$ cat src/rtl/fifo_pkg.sv
// Shared definitions for the single- and dual-clock FIFO family: read modes,
// depth helper and parameter sanity checks.
package fifo_pkg;

    typedef enum logic {FIFO_STD, FIFO_FWFT} fifo_mode_e;

    localparam int FIFO_MIN_ASIZE     = 1;
    localparam int FIFO_MIN_AEMPTY_TH = 0;

    function automatic int fifo_depth(input int asize);
        return 1 << asize;
    endfunction

    // Almost-empty must sit strictly below almost-full, and both inside the usable range.
    function automatic bit fifo_thresholds_ok(input int aemptyTh, input int afullTh, input int depth);
        return (aemptyTh >= FIFO_MIN_AEMPTY_TH) && (aemptyTh < afullTh) && (afullTh <= depth);
    endfunction

endpackage

$ cat src/rtl/sync_fifo_ram.sv
// Simple dual-port storage for sync_fifo_flags: one write port, one registered
// read port with enable, no reset so it maps onto block RAM.
module sync_fifo_ram
    import fifo_pkg::*;
#(
    parameter int DSIZE = 8,
    parameter int ASIZE = 4
) (
    input  logic             clk_i,
    input  logic             we_i,
    input  logic [ASIZE-1:0] waddr_i,
    input  logic [DSIZE-1:0] wdata_i,
    input  logic             re_i,
    input  logic [ASIZE-1:0] raddr_i,
    output logic [DSIZE-1:0] rdata_o
);

    localparam int DEPTH = fifo_depth(ASIZE);

    logic [DSIZE-1:0] mem [DEPTH];
    logic [DSIZE-1:0] rdata_q;

    always_ff @(posedge clk_i) begin
        if (we_i) begin
            mem[waddr_i] <= wdata_i;
        end
        if (re_i) begin
            rdata_q <= mem[raddr_i];
        end
    end

    assign rdata_o = rdata_q;

endmodule

$ cat src/rtl/sync_fifo_flags.sv
// Single-clock FIFO with standard or first-word-fall-through read, occupancy count,
// almost-full/almost-empty thresholds and sticky overflow/underflow flags.
module sync_fifo_flags
    import fifo_pkg::*;
#(
    parameter int DSIZE     = 8,
    parameter int ASIZE     = 4,
    parameter int FWFT      = 0,
    parameter int AFULL_TH  = 12,
    parameter int AEMPTY_TH = 2
) (
    input  logic             clk_i,
    input  logic             rst_i,
    input  logic [DSIZE-1:0] wdata_i,
    input  logic             winc_i,
    input  logic             rinc_i,
    output logic [DSIZE-1:0] rdata_o,
    output logic             wfull_o,
    output logic             rempty_o,
    output logic             walmost_full_o,
    output logic             ralmost_empty_o,
    output logic [ASIZE:0]   count_o,
    output logic             overflow_o,
    output logic             underflow_o
);

    localparam int             DEPTH      = fifo_depth(ASIZE);
    localparam fifo_mode_e     MODE       = (FWFT == 1) ? FIFO_FWFT : FIFO_STD;
    localparam logic [ASIZE:0] PTR_ONE    = (ASIZE+1)'(1);
    localparam logic [ASIZE:0] CNT_TWO    = (ASIZE+1)'(2);
    localparam logic [ASIZE:0] DEPTH_CNT  = (ASIZE+1)'(DEPTH);
    localparam logic [ASIZE:0] AFULL_CNT  = (ASIZE+1)'(AFULL_TH);
    localparam logic [ASIZE:0] AEMPTY_CNT = (ASIZE+1)'(AEMPTY_TH);

    if (ASIZE < FIFO_MIN_ASIZE) begin : gAsizeCheck
        $error("sync_fifo_flags: ASIZE must be at least 1");
    end
    if (!fifo_thresholds_ok(AEMPTY_TH, AFULL_TH, DEPTH)) begin : gThresholdCheck
        $error("sync_fifo_flags: need 0 <= AEMPTY_TH < AFULL_TH <= DEPTH");
    end
    if ((FWFT != 0) && (FWFT != 1)) begin : gModeCheck
        $error("sync_fifo_flags: FWFT must be 0 or 1");
    end

    logic [ASIZE:0]   wrPtr_q, wrPtr_d;
    logic [ASIZE:0]   rdPtr_q, rdPtr_d;
    logic [ASIZE:0]   rdPtrNext;
    logic [ASIZE:0]   count;
    logic             wfull, rempty;
    logic             we, re;
    logic             overflow_q, overflow_d;
    logic             underflow_q, underflow_d;
    logic             ramRe;
    logic [ASIZE-1:0] ramRaddr;
    logic [DSIZE-1:0] ramRdata;
    logic [DSIZE-1:0] bypass_q, bypass_d;
    logic             useBypass_q, useBypass_d;

    // Occupancy falls out of the extra wrap bit on each pointer.
    assign count     = wrPtr_q - rdPtr_q;
    assign wfull     = (count == DEPTH_CNT);
    assign rempty    = (count == '0);
    assign we        = winc_i & ~wfull & ~rst_i;
    assign re        = rinc_i & ~rempty & ~rst_i;
    assign rdPtrNext = rdPtr_q + PTR_ONE;

    always_comb begin
        wrPtr_d     = we ? (wrPtr_q + PTR_ONE) : wrPtr_q;
        rdPtr_d     = re ? rdPtrNext : rdPtr_q;
        overflow_d  = overflow_q | (winc_i & wfull);
        underflow_d = underflow_q | (rinc_i & rempty);
    end

    // Output stage: the bypass register covers reset (rdata reads 0) and, in FWFT,
    // words that must appear before the RAM could return them.
    always_comb begin
        ramRe       = 1'b0;
        ramRaddr    = rdPtr_q[ASIZE-1:0];
        bypass_d    = bypass_q;
        useBypass_d = useBypass_q;
        if (MODE == FIFO_STD) begin
            if (re) begin
                ramRe       = 1'b1;
                useBypass_d = 1'b0;
            end
        end else begin
            if (rempty && we) begin
                bypass_d    = wdata_i;
                useBypass_d = 1'b1;
            end else if (re) begin
                if (count >= CNT_TWO) begin
                    ramRe       = 1'b1;
                    ramRaddr    = rdPtrNext[ASIZE-1:0];
                    useBypass_d = 1'b0;
                end else if (we) begin
                    bypass_d    = wdata_i;
                    useBypass_d = 1'b1;
                end
            end
        end
    end

    always_ff @(posedge clk_i) begin
        if (rst_i) begin
            wrPtr_q     <= '0;
            rdPtr_q     <= '0;
            overflow_q  <= 1'b0;
            underflow_q <= 1'b0;
            bypass_q    <= '0;
            useBypass_q <= 1'b1;
        end else begin
            wrPtr_q     <= wrPtr_d;
            rdPtr_q     <= rdPtr_d;
            overflow_q  <= overflow_d;
            underflow_q <= underflow_d;
            bypass_q    <= bypass_d;
            useBypass_q <= useBypass_d;
        end
    end

    sync_fifo_ram #(
        .DSIZE (DSIZE),
        .ASIZE (ASIZE)
    ) uRam (
        .clk_i   (clk_i),
        .we_i    (we),
        .waddr_i (wrPtr_q[ASIZE-1:0]),
        .wdata_i (wdata_i),
        .re_i    (ramRe),
        .raddr_i (ramRaddr),
        .rdata_o (ramRdata)
    );

    assign rdata_o         = useBypass_q ? bypass_q : ramRdata;
    assign wfull_o         = wfull;
    assign rempty_o        = rempty;
    assign walmost_full_o  = (count >= AFULL_CNT);
    assign ralmost_empty_o = (count <= AEMPTY_CNT);
    assign count_o         = count;
    assign overflow_o      = overflow_q;
    assign underflow_o     = underflow_q;

endmodule
$ cat config.mk
export PLATFORM = sky130hd
export DESIGN_NAME = sync_fifo_flags
export DESIGN_NICKNAME = d
export VERILOG_FILES = /design/src/rtl/fifo_pkg.sv /design/src/rtl/sync_fifo_ram.sv /design/src/rtl/sync_fifo_flags.sv
export SDC_FILE = /design/constraint.sdc
export NUM_CORES = 1
export LEC_CHECK = 0
export CAP_MARGIN = 20
export CORE_MARGIN = 8
export CORE_UTILIZATION = 64
export DETAILED_ROUTE_END_ITERATION = 8
export PLACE_DENSITY = 0.86
export SLEW_MARGIN = 15
export SYNTH_ARGS = -nofsm -noshare
export SYNTH_HDL_FRONTEND = slang
export SYNTH_SLANG_ARGS = --single-unit
$ cat constraint.sdc
create_clock -name clk_i -period 6.5 [get_ports clk_i]
set_input_delay 0.975 -clock clk_i [delete_from_list [all_inputs] [get_ports clk_i]]
set_output_delay 0.975 -clock clk_i [all_outputs]
set_load 0.05 [all_outputs]
==> results.sh <==
export IMPL_dp_slack_ns=2.01
export IMPL_status="finished, final reports clean"
export IMPL_critPathSlowestCell="clkdlybuf4s50_1"
export IMPL_core_um2=9590
export IMPL_num_vias=3558
export IMPL_synth_seq_cells=149
export IMPL_maxCapViolCount=0
export IMPL_finalHoldViolations=0
export IMPL_ys_warn_count=0
export IMPL_crit_path_start="rdPtr_q[0]$_SDFFE_PP0P_"
export IMPL_die_h_um=115
export IMPL_synth_edf_count=136
export IMPL_crit_path_start_kind="register"
export IMPL_rsz0062_at_grt="no"
export IMPL_synthArstFlopShare=0
export IMPL_cp_end_kind="primary output"
export IMPL_power_per_cell_area_nw_per_um2=419
export IMPL_fin_setup_tns_ns=0
export IMPL_criticalPathCategory="reg -> out"
export IMPL_routabilityCongestion=0.928
export IMPL_antenna_left=0
export IMPL_rr_worst_depth=8
export IMPL_finalCritPeriodShare=0.772
export IMPL_max_clock_freq_mhz=199
export IMPL_syn_inst=369
export IMPL_wire_per_inst_um=24.1
export IMPL_grt_pass1_vias=3619
export IMPL_critPathRequiredTime_ns=5.52
export IMPL_placed_cells=528
export IMPL_ios=31
export IMPL_slowest_delay_ns=0.88
export IMPL_synthTopCellsByArea="edfxtp_1 (66%), mux4_2 (12%), dfxtp_1 (4.2%)"
export IMPL_syn2layout_area_growth_pct=17.7
export IMPL_stdcell_count=561
export IMPL_final_min_clock_period_ns=5.02
export IMPL_min_to="overflow_o$_SDFF_PP0_"
export IMPL_cts_buffers=17
export IMPL_grtUsageTotal=0.226
export IMPL_relSlewSlack=0.331
export IMPL_antennaDiodeCount=0
export IMPL_drt_vias_per_instance=6.34
export IMPL_max_vdd_ir_drop_mv=0.349
export IMPL_numPortBuffers=30
export IMPL_totalWireLength_um=13500
export IMPL_p_leak_nw=2.45
export IMPL_rows=36
export IMPL_firstDrtPassIters=5
export IMPL_ctsResizeCount=0
export IMPL_antenna_found_initial=0
export IMPL_hold_class="reg -> reg"
export IMPL_crit_buf_inv=3
export IMPL_final_cell_mix="edfxtp_1 (136), nand2_1 (39), mux4_2 (32)"
export IMPL_crit_chain="buf_4 > ha_1 > fa_1 > nand2b_1 > a21oi_1 > xor2_2 > inv_4 > a2111oi_0 > clkdlybuf4s50_1"
export IMPL_fin_skew_ns=0.00599
export IMPL_die_w_um=115
export IMPL_start_util=0.650
export IMPL_grt_first_pass_wirelength_um=21400
export IMPL_clock_latency_ns=0.53
export IMPL_htree_num_levels=4
export IMPL_remaining_drc_errors=0
export IMPL_drtIter0Drc=353
export IMPL_cts_root_buffer="clkbuf_8"
export IMPL_clk_path_buf_depth=2
export IMPL_cts_clk_slew_worst_paths_ns=0.06
export IMPL_r2r_setup_slack_ns=2.69
export IMPL_synthDominantCellAreaShare=0.655
export IMPL_min_from="overflow_o$_SDFF_PP0_"
export IMPL_nets=437
export IMPL_fin_ws_ns=1.48
export IMPL_post_cts_buffers=0
export IMPL_cts_sink_count=149
export IMPL_cp_max_fo=37
export IMPL_die_area_um2=13200
export IMPL_netlist_cell_type_count=41
export IMPL_hold_depth=2
export IMPL_worstMarginPinSlew_ns=0.995
export IMPL_final_common_cell="edfxtp_1"
export IMPL_synthesis_nets=391
export IMPL_critPathTopFamily="buffers and inverters"
export IMPL_cts_tree="done"
export IMPL_r2r_end="uRam.mem[2][0]$_DFFE_PP_"
export IMPL_slew_viol_final=0
export IMPL_avgSynthCellArea_um2=16.9
export IMPL_setup_viol=0
export IMPL_overflow=0
export IMPL_r2r_start="rdPtr_q[0]$_SDFFE_PP0P_"
export IMPL_yosys_area_top_type="edfxtp_1"
export IMPL_drive_gt1_frac=0.227
export IMPL_synth_top_flop_cell="edfxtp_1"
export IMPL_hold_buffers=0
export IMPL_power_total_mw=3.08
export IMPL_synthesis_area_um2=6230
export IMPL_cp_arrival_ns=4.04
export IMPL_grt_max_degree=38
export IMPL_hpwl_um=8160
export IMPL_ys_seq_area_frac=0.697
[stage by stage]
step	hold WS [ns]	cell area, um^2	util
2_1_floorplan	0.509	6230	-
3_3_place_gp	0.451	6720	0.701
3_5_place_dp	0.467	6730	0.701
4_1_cts	0.481	7320	0.763
5_1_grt	0.513	7340	0.765
6_report	0.475	7340	0.765
[metal layers]
metal | wire length, um | share of wire | track usage
met1 | 5340 | 0.39 | 0.282
met2 | 6670 | 0.49 | 0.361
met3 | 1080 | 0.080 | 0.0633
met4 | 425 | 0.031 | 0.104
met5 | 0 | 0 | 0
[cell families after synthesis]
group,share of synthesized area
AOI/OAI and AO/OA,0.0281
xor gates and xnor gates,0.00682
adders and majority gates,0.0213
buffers and inverters,0.0219
DFF,0.697
muxes,0.133
and+or+nand+nor,0.0919
[flip-flops by register name, indices dropped and copies added, names as in the netlist]
signal        cells
uRam.rdata_o      8
uRam.mem        128
wrPtr_q           5
overflow_o        1
underflow_o       1
useBypass_q       1
rdPtr_q           5
[worst reg2reg max path, cell delays in order (launching register included)]
cell and delay, ns:
dfxtp_2 0.31, buf_4 0.54, ha_1 0.30, fa_1 0.47
and3b_1 0.21, nand4_1 0.12, nand2_1 0.25, a21bo_4 0.38
nor4_2 0.85
[synthesized netlist by cell type, drive strengths merged, types with 9 or more instances]
library cell,count
edfxtp,136
nand2,39
mux4,32
nor2,16
dfxtp,13
nor2b,13
clkbuf,11
a31oi,10
inv,10
buf,9
ha,9
nand2b,9
[area by class of cell]
| type | count | area [um^2] |
|---|---|---|
| timing repair buffer | 47 | 425 |
| sequential | 149 | 4350 |
| clock buffer | 17 | 414 |
| inverter | 11 | 43.8 |
| clock inverter | 15 | 179 |
| fill | 503 | 2260 |
| tap | 133 | 166 |
| multi-input combinational | 189 | 1760 |
[power by group]
group	total (mW)	internal [mW]	leakage [nW]	switching, mW
sequential	1.13	1.11	1.33	0.0234
clock	0.965	0.586	0.282	0.379
combinational	0.982	0.352	0.830	0.630
[worst max-delay path by stage]
| stage | end | depth (start not counted) |
|---|---|---|
| after floorplan | ralmost_empty_o | 10 |
| after global placement | ralmost_empty_o | 9 |
| after detailed placement | ralmost_empty_o | 9 |
| after CTS | ralmost_empty_o | 9 |
| after global routing | ralmost_empty_o | 9 |
| final | ralmost_empty_o | 9 |
Note: power is estimated with default switching activity, not from simulation.
